File: src/rtl/pifo_tree_sched.sv
// Front-end scheduler for the 4-ary PIFO tree.
// Arbitrates NREQ pushers and one popper onto the single root port pair.
module pifo_tree_sched #(
    parameter int PTW     = 16,
    parameter int MTW     = 32,
    parameter int CTW     = 11,
    parameter int CAP     = 1365,
    parameter int NREQ    = 4,
    parameter int OP_GAP  = 2,
    parameter int POP_LAT = 1
) (
    input  logic                      i_clk,
    input  logic                      i_arst_n,
    input  logic [NREQ-1:0]           i_req_push,
    input  logic [NREQ*(MTW+PTW)-1:0] i_req_data,
    output logic [NREQ-1:0]           o_req_ack,
    input  logic                      i_pop_req,
    output logic                      o_pop_ack,
    output logic                      o_pop_valid,
    output logic [MTW+PTW-1:0]        o_pop_data,
    output logic                      o_push,
    output logic [MTW+PTW-1:0]        o_push_data,
    output logic                      o_pop,
    input  logic [MTW+PTW-1:0]        i_pop_data,
    output logic [CTW-1:0]            o_count,
    output logic                      o_full,
    output logic                      o_empty
);

    localparam int EW = MTW + PTW;
    localparam int RW = NREQ > 1 ? $clog2(NREQ) : 1;
    localparam int GW = OP_GAP > 1 ? $clog2(OP_GAP) : 1;

    typedef enum logic {
        OP_POP  = 1'b0,
        OP_PUSH = 1'b1
    } op_e;

    logic [RW-1:0]      rr_q;
    logic [GW-1:0]      gap_q;
    op_e                last_q;
    logic [POP_LAT-1:0] ret_q;

    logic [NREQ-1:0] req_m;
    logic [RW-1:0]   win;
    logic            found;
    logic            slot;
    logic            push_el;
    logic            pop_el;
    logic            do_push;
    logic            do_pop;

    // A request being acked this cycle is not yet dropped; never re-grant it.
    always_comb begin
        req_m = i_req_push & ~o_req_ack;
        win   = '0;
        found = 1'b0;
        for (int i = 0; i < NREQ; i++) begin
            if (!found && req_m[(int'(rr_q) + i) % NREQ]) begin
                found = 1'b1;
                win   = RW'((int'(rr_q) + i) % NREQ);
            end
        end
    end

    assign slot    = (gap_q == '0);
    assign push_el = (|req_m) && !o_full;
    assign pop_el  = i_pop_req && !o_pop_ack && !o_empty;
    assign do_push = slot && push_el && (!pop_el || last_q == OP_POP);
    assign do_pop  = slot && pop_el && (!push_el || last_q == OP_PUSH);

    assign o_full  = (o_count == CTW'(CAP));
    assign o_empty = (o_count == '0);

    always_ff @(posedge i_clk or negedge i_arst_n) begin
        if (!i_arst_n) begin
            rr_q        <= '0;
            gap_q       <= '0;
            last_q      <= OP_POP;
            ret_q       <= '0;
            o_req_ack   <= '0;
            o_pop_ack   <= 1'b0;
            o_pop_valid <= 1'b0;
            o_pop_data  <= '0;
            o_push      <= 1'b0;
            o_push_data <= '0;
            o_pop       <= 1'b0;
            o_count     <= '0;
        end else begin
            o_push    <= do_push;
            o_pop     <= do_pop;
            o_pop_ack <= do_pop;
            o_req_ack <= do_push ? (NREQ'(1) << win) : '0;
            if (do_push) begin
                o_push_data <= i_req_data[int'(win)*EW +: EW];
                rr_q        <= (win == RW'(NREQ - 1)) ? '0 : win + 1'b1;
            end
            if (do_push || do_pop) begin
                gap_q  <= GW'(OP_GAP - 1);
                last_q <= do_push ? OP_PUSH : OP_POP;
            end else if (!slot) begin
                gap_q <= gap_q - 1'b1;
            end
            // Count moves with the issue so the next slot sees the new level.
            if (do_push) begin
                o_count <= o_count + 1'b1;
            end else if (do_pop) begin
                o_count <= o_count - 1'b1;
            end
            ret_q       <= POP_LAT'({ret_q, o_pop});
            o_pop_valid <= ret_q[POP_LAT-1];
            if (ret_q[POP_LAT-1]) begin
                o_pop_data <= i_pop_data;
            end
        end
    end

endmodule

File: config.mk
export PLATFORM = sky130hd
export DESIGN_NAME = pifo_tree_sched
export DESIGN_NICKNAME = d
export VERILOG_FILES = /design/src/rtl/pifo_tree_sched.sv
export SDC_FILE = /design/constraint.sdc
export NUM_CORES = 1
export LEC_CHECK = 0
export ABC_AREA = 1
export ABC_CLOCK_PERIOD_IN_PS = 3180
export BUFFER_PORTS_ARGS = -buffer_cell sky130_fd_sc_hd__buf_2
export CORE_AREA = 2 2 139 141
export CTS_BUF_LIST = sky130_fd_sc_hd__clkbuf_16
export DETAILED_ROUTE_END_ITERATION = 8
export DIE_AREA = 0 0 141 143
export PLACE_DENSITY = 0.7
export SYNTH_ARGS = -nofsm -noshare
export SYNTH_HDL_FRONTEND = slang
export SYNTH_SLANG_ARGS = --single-unit
File: constraint.sdc
create_clock -name i_clk -period 3.18 [get_ports i_clk]
set_clock_uncertainty 0.1 [all_clocks]
set_input_delay 0.159 -clock i_clk [delete_from_list [all_inputs] [get_ports i_clk]]
set_output_delay 0.159 -clock i_clk [all_outputs]
set_load 0.05 [all_outputs]
; ---- Yosys cells after proc, flatten, opt, wreduce, memory -nomap -nowiden
; Index checks and enable logic that the tools add are counted.
[word_totals]
elab_cells = 86
ff_bits = 119
input_bits = 247
output_inout_bits = 117
[classes]
n_shift = 2
bitwise_logic = 7
n_lt_le_gt_ge = 4
n_addsub = 7
muxes = 25
reduce_logical = 27
n_mul = 1
eq_ne = 2
[ops]
columns = operator, count
row1 = $shiftx A192 B9 Y48, 1
row2 = $mux W11, 2
row3 = $mux W1, 13
row4 = $lt A3 B4 Y1 const B, 3
row5 = $add A11 B1 Y11 const B, 1
row6 = $eq A11 B11 Y1 const B, 1
row7 = $logic_not A11 Y1, 1
row8 = $sub A11 B1 Y11 const B, 1
row9 = $logic_and A1 B1 Y1, 10
row10 = $mux W2, 5
row11 = $bmux W1 S2, 4
row12 = $logic_not A1 Y1, 8
row13 = $reduce_or A2 Y1, 3
row14 = $add A2 B1 Y2 const B, 2
row15 = $add A2 B2 Y2 const B, 2
row16 = $and A4 B4 Y4, 1
row17 = $mul A2 B2 Y4 const B, 1
row18 = $mux W4, 1
row19 = $not A4 Y4, 1
row20 = $reduce_or A4 Y1, 1
row21 = $shl A1 B2 Y4 const A, 1
row22 = $and A1 B1 Y1 const A, 3
row23 = $logic_or A1 B1 Y1, 3
row24 = $lt A2 B3 Y1 const B, 1
row25 = 4 further kinds, 5

; ---- Longest topological paths before layout
; Gate-level depths: netlist (run 1).
[depth]
word_depth = 16
mapped_depth = 21
mapped_depth_nobuf = 20

; ---- Worst setup path before layout (run 1)
; OpenSTA, ideal clock, no wires.
[synth_timing]
path_type = register -> register
from = register o_count[0]
to = register o_count[10]
path_stages_with_launch = 18
n_path_buf = 1
synth_period_minus_slack_ns = 4.373
t_arrival_ns = 4.153
setup_time_ns = 0.119
setup_slack_ns = -1.193
t_required_ns = 2.961
cell_sequence = dfrtp_1 nor2_1 nand3_1 nor3_1 nor3_1 a21oi_2 inv_2 buf_1 ha_1 inv_1 o21ai_0 nand2_1 nand2_1 nand2_1 nand4_1 or2_2 nand3_1 nand2_1
[synth_via]
elab_chain_len = 7
word_cells_on_any_way = 19
classes_between = add/sub: 2 / eq/ne: 1 / mux: 2 / reduce/logical: 14
[synth_rtl]
columns = element, line_no
row1 = "start, declared", 25  ; output logic [CTW-1:0] o_count,
row2 = "start signal, assigned", 106  ; o_count <= o_count + 1'b1;
row3 = "start signal, assigned", 108  ; o_count <= o_count - 1'b1;
row4 = $logic_not A11 Y1 (*), 73  ; assign o_empty = (o_count == '0);
row5 = net o_empty, 27  ; output logic o_empty
row6 = $logic_not A1 Y1 (*), 68  ; assign pop_el = i_pop_req && !o_pop_ack && !o_empty;
row7 = $logic_and A1 B1 Y1 (*), 68
row8 = $logic_not A1 Y1, 69  ; assign do_push = slot && push_el && (!pop_el || last_q == OP_POP);
row9 = $logic_or A1 B1 Y1, 69
row10 = $logic_and A1 B1 Y1, 69
row11 = $mux W11 / $reduce_bool A2 Y1 (equally long branches), n/a
; The timed path passes the listed nets; every way through them passes the cells marked *. The select of a mux whose other input is x is not followed.
; A chain may end at the register's enable or synchronous reset.

; ---- Worst setup path in the final report (run 1)
[layout_timing]
from = register o_count[7]
to = register o_count[10]
[layout_via]
elab_chain_len = 7
word_cells_on_any_way = 19
classes_between = add/sub: 2 / eq/ne: 1 / mux: 2 / reduce/logical: 14
[layout_rtl]
columns = element
row1 = "parallel branches: the longest is 7 deep, another holds $sub A11 B1 Y11"
; Several ways; the timed one is not identified. The select of a mux whose other input is x is not followed.

==> impl_metrics.env, run 1 <==
export IMPL_p_leak_uw=0.00564
export IMPL_hold_end="o_push_data[44]"
export IMPL_row_count=50
export IMPL_drcViolationCount=0
export IMPL_antenna_found_initial=5
export IMPL_critPathLaunchType="flip-flop"
export IMPL_vias=8255
export IMPL_rr_worst_depth=19
export IMPL_drt_vias_per_instance=5.20
export IMPL_clk_pin_slew_ns=0.06
export IMPL_dpl_worst_slack_ns=0.351
export IMPL_end_kind="flip-flop"
export IMPL_crit_top_cell="nand3_1"
export IMPL_tritoncts="built"
export IMPL_gp_congestion=0.910
export IMPL_ys_async_sr_fraction_pct=100
export IMPL_h_tree_depth=4
export IMPL_core_area_um2=18600
export IMPL_r2r_slack_ns=0.34
export IMPL_die_w_um=141
export IMPL_grt_pass1_wl_mm=43.3
export IMPL_synth_flop_cell="dfrtp_1"
export IMPL_final_cell_mix="buf_2, nand3_1, nand2_1, dlygate4sd3_1, dfrtp_1"
export IMPL_crit_arrival_ns=3.04
export IMPL_grtUsageTotal_pct=27.5
export IMPL_clk_latency_ns=0.42
export IMPL_critical_path_class="flip-flop to flip-flop"
export IMPL_port_buffers=363
export IMPL_ys_seq_area_share_pct=43.2
export IMPL_synthDistinctLibCells=32
export IMPL_status="finished, final reports clean"
export IMPL_yosysTopAreaCell="dfrtp_1"
export IMPL_initial_core_util_pct=37.1
export IMPL_finalHoldViolCount=0
export IMPL_peakVddDrop_mv=1.22
export IMPL_clk_path_buf_depth=2
export IMPL_postCtsHoldBufs=136
export IMPL_ys_top_cells_by_area="dfrtp_1, nand3_1, nand2_1, mux2_2, ha_1"
export IMPL_area_growth_pct=58.5
export IMPL_critPathMaxStageDelay_ns=0.44
export IMPL_die_height_um=143
export IMPL_grt_setup_unrepaired="false"
export IMPL_synth_top_area_share_pct=43.2
export IMPL_stdcell_count=1589
export IMPL_finalSetupViolCount=0
export IMPL_grt_pass1_vias=8153
export IMPL_wl_per_cell_um=17.8
export IMPL_hold_start="i_req_data[44]"
export IMPL_drive_above_1_share_pct=37.4
export IMPL_worst_ep_required_time_ns=3.39
export IMPL_crit_fanout=13
export IMPL_cts_buffers=17
export IMPL_gr_total_overflow=0
export IMPL_fin_ws_ns=0.341
export IMPL_syn_cell_area_um2=6900
export IMPL_wl_mm=28.2
export IMPL_min_path_type="primary input to flip-flop"
export IMPL_grt_max_degree=97
export IMPL_cts_root_buf="clkbuf_16"
export IMPL_die_area_um2=20200
export IMPL_num_nets_final=1599
export IMPL_r2r_start="o_count[7]"
export IMPL_final_common_cell="buf_2"
export IMPL_whs_path_depth=5
export IMPL_cp_top_family="simple AND/OR/NAND/NOR gates"
export IMPL_timing_final_crit_share_pct=89.3
export IMPL_fin_crit_ns=2.84
export IMPL_post_place_cells=1417
export IMPL_hpwl_mm=18.5
export IMPL_cts_resized=0
export IMPL_synth_edf_count=0
export IMPL_clock_sinks=119
export IMPL_drt_iter0_drc=595
export IMPL_fin_util_pct=58.9
export IMPL_detail_route_antenna_nets=0
export IMPL_finalPower_uw=14700
export IMPL_ios=364
export IMPL_cp_cell_sequence="nor2_1 -> nand3_1 -> inv_1 -> nand3_1 -> nand2_1 -> nor2_1 -> inv_1 -> a21oi_4 -> inv_2 -> ha_4 -> nand2_1 -> inv_1 -> nand3_1 -> inv_1 -> nand3_1 -> nand4_1 -> or2_4 -> nand3_1 -> nand2_1"
export IMPL_ys_ff_latch=119
export IMPL_timing_final_max_slew_violations=0
export IMPL_critPathBufInv=5
export IMPL_worst_slew_pin_slew_ns=1.12
export IMPL_synth_nets=1127
export IMPL_fmax_ghz=0.352
export IMPL_synth_warnings=0
export IMPL_syn_inst=866
export IMPL_cts_setup_buffers=0
export IMPL_cap_viol_max_count=0
export IMPL_powerDensity_nw_per_um2=1340
export IMPL_syn_area_per_cell_um2=7.97
export IMPL_firstDrtPassIters=5
export IMPL_slew_headroom_pct=25.4
export IMPL_slowest_stage="dfrtp_2"
export IMPL_timing_rr_end="o_count[10]"
==> where the power goes <==
| part | internal (µW) | switching, µW | total [µW] |
|---|---|---|---|
| sequential | 2290 | 548 | 2840 |
| combinational | 2860 | 7030 | 9890 |
| clock | 1110 | 823 | 1930 |
| total | 6260 | 8400 | 14700 |
==> metal layers <==
layer,wire (µm),track usage [%]
met1,10900,34.2
met2,13600,44.8
met3,2430,7.14
met4,1230,13.4
met5,13,0
==> Yosys cell counts, drive strengths merged (6+ instances only) <==
cell type and number:
clkbuf 17, xor2 6, nand3 270, nand2 262, ha 13, buf 41
nor2 14, inv 38, o21ai 11, a21oi 9, dfrtp 119, mux2 48
==> sequential cells by signal, indices dropped and copies added (netlist names) <==
register     flops
o_push_data     48
o_req_ack        4
o_pop_data      48
o_push           1
gap_q            1
o_pop_valid      1
o_pop            1
o_count         11
rr_q             2
last_q           1
ret_q            1
==> kinds of logic after synthesis <==
family	Yosys count	synth area share (%)
AND/OR/NAND/NOR	556	36.6
flip-flops	119	43.2
buffers and inverters	96	6.76
AO/OA/AOI/OAI	26	2.12
adder cells (fa/ha/maj)	14	2.65
multiplexers	48	7.83
XOR/XNOR	7	0.889
==> worst min-delay path: stages <==
cell and delay, ns:
buf_2 0.08, nand3_1 0.07, nand3_1 0.08, nand3_1 0.06, nand2_1 0.06
==> layout make-up <==
class	instances	area (µm²)
Antenna cell	4	10.0
Sequential cell	119	2990
Clock inverter	15	156
Multi-Input combinational cell	651	3610
Tap cell	234	293
Clock buffer	17	425
Timing Repair Buffer	511	3310
Inverter	38	148
Fill cell	1569	7640
==> worst max path at each step <==
stage,end,depth (start not counted),from
finish,o_count[10],19,o_count[7]
global route,o_count[8],18,o_count[7]
CTS,o_count[10],19,o_count[7]
detailed placement,o_count[10],19,o_count[7]
global placement,o_count[10],19,o_count[7]
floorplan,o_count[8],17,o_count[7]
==> through the flow <==
stage	hold slack, ns	cell area (µm²)	setup TNS (ns)
finish	0.0122	10900	0
global route	0.0329	10900	0
CTS	0.000590	10900	0
detailed placement	0.170	8990	0
global placement	0.171	8990	0
floorplan	-0.237	7070	-0.111
Note: power is estimated with default switching activity, not from simulation.
==> inputs of run 2 (changes only) <==
==> constraint.sdc (replaced) <==
create_clock -name i_clk -period 3.18 [get_ports i_clk]
set_clock_uncertainty 0.1 [all_clocks]
set_input_delay 0.159 -clock i_clk [delete_from_list [all_inputs] [get_ports i_clk]]
set_output_delay 0.159 -clock i_clk [all_outputs]
set_load 0.005 [all_outputs]
==> impl_metrics.env, run 2 (synthesis results as in run 1) <==
export IMPL_clk_pin_slew_ns=0.06
export IMPL_use_met3_pct=5.16
export IMPL_h_tree_depth=4
export IMPL_fmax_ghz=0.343
export IMPL_grt_pass1_vias=7777
export IMPL_timing_final_max_slew_violations=0
export IMPL_rr_worst_depth=15
export IMPL_drive_above_1_share_pct=35.6
export IMPL_peakVddDrop_mv=0.623
export IMPL_grtUsageTotal_pct=23.7
export IMPL_ios=364
export IMPL_finalInstanceArea_um2=10800
export IMPL_die_area_um2=20200
export IMPL_critPathLaunchType="flip-flop"
export IMPL_initial_core_util_pct=37.1
export IMPL_end_kind="flip-flop"
export IMPL_post_place_cells=1417
export IMPL_port_buffers=363
export IMPL_dpl_worst_slack_ns=0.217
export IMPL_hpwl_mm=16.3
export IMPL_cts_setup_buffers=0
export IMPL_detail_route_antenna_nets=0
export IMPL_stdcell_count=1585
export IMPL_r2r_start="rr_q[0]"
export IMPL_clk_path_buf_depth=2
export IMPL_cap_viol_max_count=0
export IMPL_die_w_um=141
export IMPL_gp_congestion=0.890
export IMPL_fillers=1591
export IMPL_wl_mm=24.8
export IMPL_antenna_found_initial=0
export IMPL_drcViolationCount=0
export IMPL_whs_path_depth=5
export IMPL_critical_path_class="flip-flop to flip-flop"
export IMPL_grt_use_met1_pct=27.2
export IMPL_fin_ws_ns=0.262
export IMPL_clk_latency_ns=0.41
export IMPL_grt_pass1_wl_mm=38.1
export IMPL_tritoncts="built"
export IMPL_num_nets_final=1599
export IMPL_powerDensity_nw_per_um2=1110
export IMPL_cts_root_buf="clkbuf_16"
export IMPL_multi_input_area_um2=3480
export IMPL_whs_ns=0.0146
export IMPL_min_path_type="primary input to flip-flop"
export IMPL_p_leak_uw=0.00558
export IMPL_slew_headroom_pct=28.9
export IMPL_final_common_cell="buf_2"
export IMPL_fin_crit_ns=2.92
export IMPL_top_regs="o_pop_data: 48 flops, o_push_data: 48 flops, o_count: 11 flops"
export IMPL_cp_cell_sequence="inv_6 -> nand2_2 -> nand2_1 -> nand3_1 -> nand2_2 -> nand2_2 -> nor2_4 -> nand3_4 -> nand2_4 -> buf_12 -> nand2_1 -> nand3_2 -> nand3_1 -> dlygate4sd3_1 -> nand2_1"
export IMPL_r2r_slack_ns=0.26
export IMPL_drt_iter0_drc=616
export IMPL_clock_sinks=119
export IMPL_crit_fanout=58
export IMPL_busiest_layer="met2"
export IMPL_worst_ep_required_time_ns=3.43
export IMPL_status="finished, final reports clean"
export IMPL_row_count=50
export IMPL_hold_end="o_push_data[17]"
export IMPL_drt_vias_per_instance=5.02
export IMPL_wl_per_cell_um=15.6
export IMPL_crit_arrival_ns=3.17
export IMPL_worst_slew_pin_slew_ns=1.07
export IMPL_use_met2_pct=43.0
export IMPL_antenna_cells=0
export IMPL_area_growth_pct=57.0
export IMPL_timing_final_crit_share_pct=91.8
export IMPL_place_area_um2=8860
export IMPL_core_area_um2=18600
export IMPL_finalHoldViolCount=0
export IMPL_cts_buffers=17
export IMPL_slowest_stage="dlygate4sd3_1"
export IMPL_timing_rr_end="o_push_data[37]"
export IMPL_critPathMaxStageDelay_ns=0.59
export IMPL_grt_max_degree=97
export IMPL_die_height_um=143
export IMPL_finalSetupViolCount=0
export IMPL_hold_start="i_req_data[65]"
export IMPL_final_cell_mix="buf_2, nand3_1, nand2_1, dlygate4sd3_1, dfrtp_1"
export IMPL_gr_total_overflow=0
export IMPL_firstDrtPassIters=5
export IMPL_vias=7950
export IMPL_regArea_um2=2980
-- run 2: through the flow --
step,setup TNS (ns),util (%),total power (µW)
global placement,0,47.7,9450
CTS,0,58.2,12000
finish,0,58.3,12000
floorplan,0,-,7590
global route,-0.00186,58.3,13100
detailed placement,0,47.7,9560
-- run 2: final cells by class --
class | instances | area share [%]
Clock buffer | 17 | 3.93
Sequential cell | 119 | 27.5
Tap cell | 234 | 2.70
Inverter | 38 | 1.39
Clock inverter | 15 | 1.56
Timing Repair Buffer | 511 | 30.8
Multi-Input combinational cell | 651 | 32.1
-- run 2: critical path: cells and delay by family (launching register included) --
| kind | cells | cell delay [ns] |
|---|---|---|
| AND/OR/NAND/NOR | 12 | 1.21 |
| flip-flops | 1 | 0.50 |
| buffers and inverters | 3 | 1.03 |
-- run 2: power breakdown --
| group | switching [µW] | internal [µW] |
|---|---|---|
| Clock | 766 | 1170 |
| Combinational | 4290 | 3040 |
| Sequential | 489 | 2280 |
-- run 2: worst max path at each step --
stage,from,to,slack (ns),cells past startpoint
after floorplan,o_count[0],o_count[10],0.03,17
after global placement,o_count[0],o_count[10],0.31,18
after detailed placement,o_count[0],o_count[10],0.22,16
after CTS,o_count[0],o_count[10],0.16,17
after global routing,o_count[5],o_count[10],-0.002,20
final,rr_q[0],o_push_data[37],0.26,15
-- run 2: what timing repair did --
item	CTS	global route
hold endpoints to repair	152	0
gates resized for setup	0	6
endpoints found under the setup margin	0	6
hold buffers	136	0
-- run 2: layer usage --
| metal | routed length (µm) | part of all wire, % | vias to the layer above |
|---|---|---|---|
| met3 | 1760 | 7.1 | 59 |
| met2 | 12600 | 51 | 403 |
| met4 | 827 | 3.3 | 0 |
| met5 | 0 | 0 | - |
| met1 | 9550 | 39 | 3633 |
| li1 | - | - | 3855 |
==> inputs of run 3 (changes only) <==
==> config.mk (replaced) <==
export PLATFORM = sky130hd
export DESIGN_NAME = pifo_tree_sched
export DESIGN_NICKNAME = d
export VERILOG_FILES = /design/src/rtl/pifo_tree_sched.sv
export SDC_FILE = /design/constraint.sdc
export NUM_CORES = 1
export LEC_CHECK = 0
export ABC_CLOCK_PERIOD_IN_PS = 3180
export BUFFER_PORTS_ARGS = -buffer_cell sky130_fd_sc_hd__buf_2
export CORE_AREA = 2 2 141 143
export CTS_BUF_LIST = sky130_fd_sc_hd__clkbuf_16
export DETAILED_ROUTE_END_ITERATION = 8
export DIE_AREA = 0 0 143 145
export GPL_ROUTABILITY_DRIVEN = 1
export PLACE_DENSITY = 0.65
export SYNTH_ARGS = -nofsm -noshare
export SYNTH_HDL_FRONTEND = slang
export SYNTH_SLANG_ARGS = --single-unit
==> impl_metrics.env, run 3 <==
export IMPL_fillers=1493
export IMPL_gp_congestion=0.824
export IMPL_critPathLaunchType="flip-flop"
export IMPL_num_nets_final=1371
export IMPL_end_kind="flip-flop"
export IMPL_p_leak_uw=0.00561
export IMPL_synth_xor_area_share_pct=1.11
export IMPL_synth_fa_ha_area_share_pct=2.90
export IMPL_finalSetupViolCount=1
export IMPL_cp_top_family="simple AND/OR/NAND/NOR gates"
export IMPL_ios=364
export IMPL_synth_warnings=0
export IMPL_worst_ep_required_time_ns=3.38
export IMPL_clk_pin_slew_ns=0.06
export IMPL_clock_sinks=119
export IMPL_synth_top_area_share_pct=47.2
export IMPL_final_cell_mix="buf_2, dlygate4sd3_1, dfrtp_1, mux2i_1, nand2_1"
export IMPL_tritoncts="built"
export IMPL_place_area_um2=8650
export IMPL_final_common_cell="buf_2"
export IMPL_drt_vias_per_instance=4.78
export IMPL_powerDensity_nw_per_um2=870
export IMPL_grt_pass1_wl_mm=35.9
export IMPL_critPathMaxStageDelay_ns=0.56
export IMPL_gr_total_overflow=0
export IMPL_firstDrtPassIters=4
export IMPL_yosys_top_cells_count="dfrtp_1, mux2i_1, nand2_1"
export IMPL_synth_compound_area_share_pct=13.6
export IMPL_grt_pass1_vias=7232
export IMPL_crit_fanout=5
export IMPL_timing_final_crit_share_pct=101
export IMPL_syn_area_per_cell_um2=12.2
export IMPL_grt_setup_unrepaired="true"
export IMPL_synth_top_family_by_area="multiplexers"
export IMPL_timing_final_max_slew_violations=0
export IMPL_row_count=51
export IMPL_area_growth_pct=80.4
export IMPL_crit_arrival_ns=3.40
export IMPL_die_height_um=145
export IMPL_synth_edf_count=0
export IMPL_fin_util_pct=59.3
export IMPL_violations="setup timing"
export IMPL_critPathBufInv=1
export IMPL_synth_most_common_cell="dfrtp_1"
export IMPL_clk_latency_ns=0.41
export IMPL_peakVddDrop_mv=0.400
export IMPL_wl_mm=23.3
export IMPL_fin_crit_ns=3.20
export IMPL_initial_core_util_pct=32.9
export IMPL_synthDistinctLibCells=47
export IMPL_h_tree_depth=4
export IMPL_hold_start="i_req_data[180]"
export IMPL_antenna_cells=0
export IMPL_die_w_um=143
export IMPL_cts_buffers=17
export IMPL_syn_cell_area_um2=6310
export IMPL_critical_path_class="flip-flop to flip-flop"
export IMPL_ys_top_cells_by_area="dfrtp_1, mux2i_1, mux2_2, o221ai_2, o221ai_1"
export IMPL_r2r_start="o_count[3]"
export IMPL_setup_tns_ns=-0.0168
export IMPL_die_area_um2=20700
export IMPL_finalPower_uw=9900
export IMPL_finalInstanceArea_um2=11400
export IMPL_slew_headroom_pct=28.4
export IMPL_crit_top_cell="or4_4"
export IMPL_status="finished with violations"
export IMPL_yosysTopAreaCell="dfrtp_1"
export IMPL_critical_path_startpoint="o_count[3]"
export IMPL_grtUsageTotal_pct=21.9
export IMPL_antenna_found_initial=0
export IMPL_ys_ff_latch=119
export IMPL_fin_ws_ns=-0.0168
export IMPL_synth_nets=779
export IMPL_port_buffers=363
export IMPL_cts_root_buf="clkbuf_16"
export IMPL_drcViolationCount=0
export IMPL_drive_above_1_share_pct=46.4
export IMPL_wl_per_cell_um=16.8
export IMPL_vias=6630
export IMPL_synth_flop_cell="dfrtp_1"
export IMPL_hpwl_mm=14.8
export IMPL_clk_path_buf_depth=2
export IMPL_core_area_um2=19200
export IMPL_fmax_ghz=0.313
export IMPL_synth_simple_gate_area_share_pct=7.04
export IMPL_detail_route_antenna_nets=0
export IMPL_grt_max_degree=64
export IMPL_ys_seq_area_share_pct=47.2
export IMPL_syn_inst=518
export IMPL_finalHoldViolCount=0
export IMPL_muxShareOfSynthArea_pct=24.3
export IMPL_cap_viol_max_count=0
export IMPL_top_regs="o_pop_data: 48 flops, o_push_data: 48 flops, o_count: 11 flops"
export IMPL_worst_slew_pin_slew_ns=1.07
export IMPL_cp_cell_sequence="or4_4 -> or4_4 -> o211ai_4 -> buf_6 -> ha_4 -> o21a_1 -> a21oi_2 -> o21ai_2 -> or3_1 -> a32o_1"
export IMPL_min_path_type="primary input to flip-flop"
export IMPL_slowest_stage="or4_4"
export IMPL_ys_async_sr_fraction_pct=100
export IMPL_drt_iter0_drc=229
-- run 3: changes by cell type after synthesis, moves of 20 or more --
| cell | change |
|---|---|
| nand3_1 | -260 |
| inv_1 | -25 |
| mux2i_1 | +98 |
| nand2_1 | -194 |
| o221ai_1 | +28 |
| o221ai_2 | +20 |
-- run 3: worst reg2reg max path: stages, from the launching register on --
cell	delay (ns)
dfrtp_1	0.38
or4_4	0.53
or4_4	0.56
o211ai_4	0.16
buf_6	0.16
ha_4	0.20
o21a_1	0.18
a21oi_2	0.20
o21ai_2	0.09
or3_1	0.31
a32o_1	0.22
-- run 3: what timing repair did --
| action | CTS | global route |
|---|---|---|
| setup endpoints to repair | 2 | 14 |
| gates cloned | 1 | 0 |
| buffers inserted | 0 | 3 |
| hold buffers | 206 | 0 |
| endpoints found under the hold margin | 156 | 0 |
| gates resized for setup | 3 | 8 |
| pin swaps | 1 | 9 |
-- run 3: metal layers --
metal | vias to the layer above | wire (µm) | GRT usage [%]
met2 | 284 | 12300 | 40.4
li1 | 3124 | - | -
met5 | - | 0 | 0
met1 | 3162 | 8880 | 23.5
met4 | 0 | 778 | 9.80
met3 | 60 | 1400 | 4.95
-- run 3: power by group --
| part | internal, µW | switching [µW] |
|---|---|---|
| clock network | 1180 | 764 |
| registers | 2270 | 475 |
| logic | 2850 | 2370 |
-- run 3: worst paths after layout --
path / to / slack (ns) / cells past startpoint
setup / recovery: o_count[7] / -0.02 / 10
hold / removal: o_push_data[36] / 0.006 / 3
setup reg to reg: o_count[7] / -0.02 / 10
hold reg to reg: o_push_data[42] / 0.38 / 2
max in group asynchronous: o_push / 1.96 / 3
min in group asynchronous: o_pop_data[27] / 0.27 / 2
-- run 3: through the flow --
stage	setup slack (ns)	hold WS, ns	instances
after floorplan	-0.138	-0.237	518
after global placement	0.00692	0.205	1146
after detailed placement	-0.0404	0.192	1146
after CTS	0.00382	0.0000325	1385
after global routing	-0.0923	0.00402	1388
final	-0.0168	0.00635	1388
-- run 3: kinds of logic (layout without fill, tap and decap cells) --
group	after synthesis	in the layout
muxes	147	147
adders and majority gates	14	14
AOI/OAI and AO/OA	91	92
and+or+nand+nor	94	94
DFF	119	119
buffers and inverters	45	649
xor gates and xnor gates	8	8
-- run 3: layout make-up --
class                   count  area (µm²)  area share [%]
repair buffers            607        4250            37.3
multi-input cells         355        3190            28.0
flip-flops and latches    119        2980            26.2
well taps                 265         332            2.91
inverters                  10        42.5           0.374
clock buffers              17         425            3.74
clock inverters            15         169            1.48
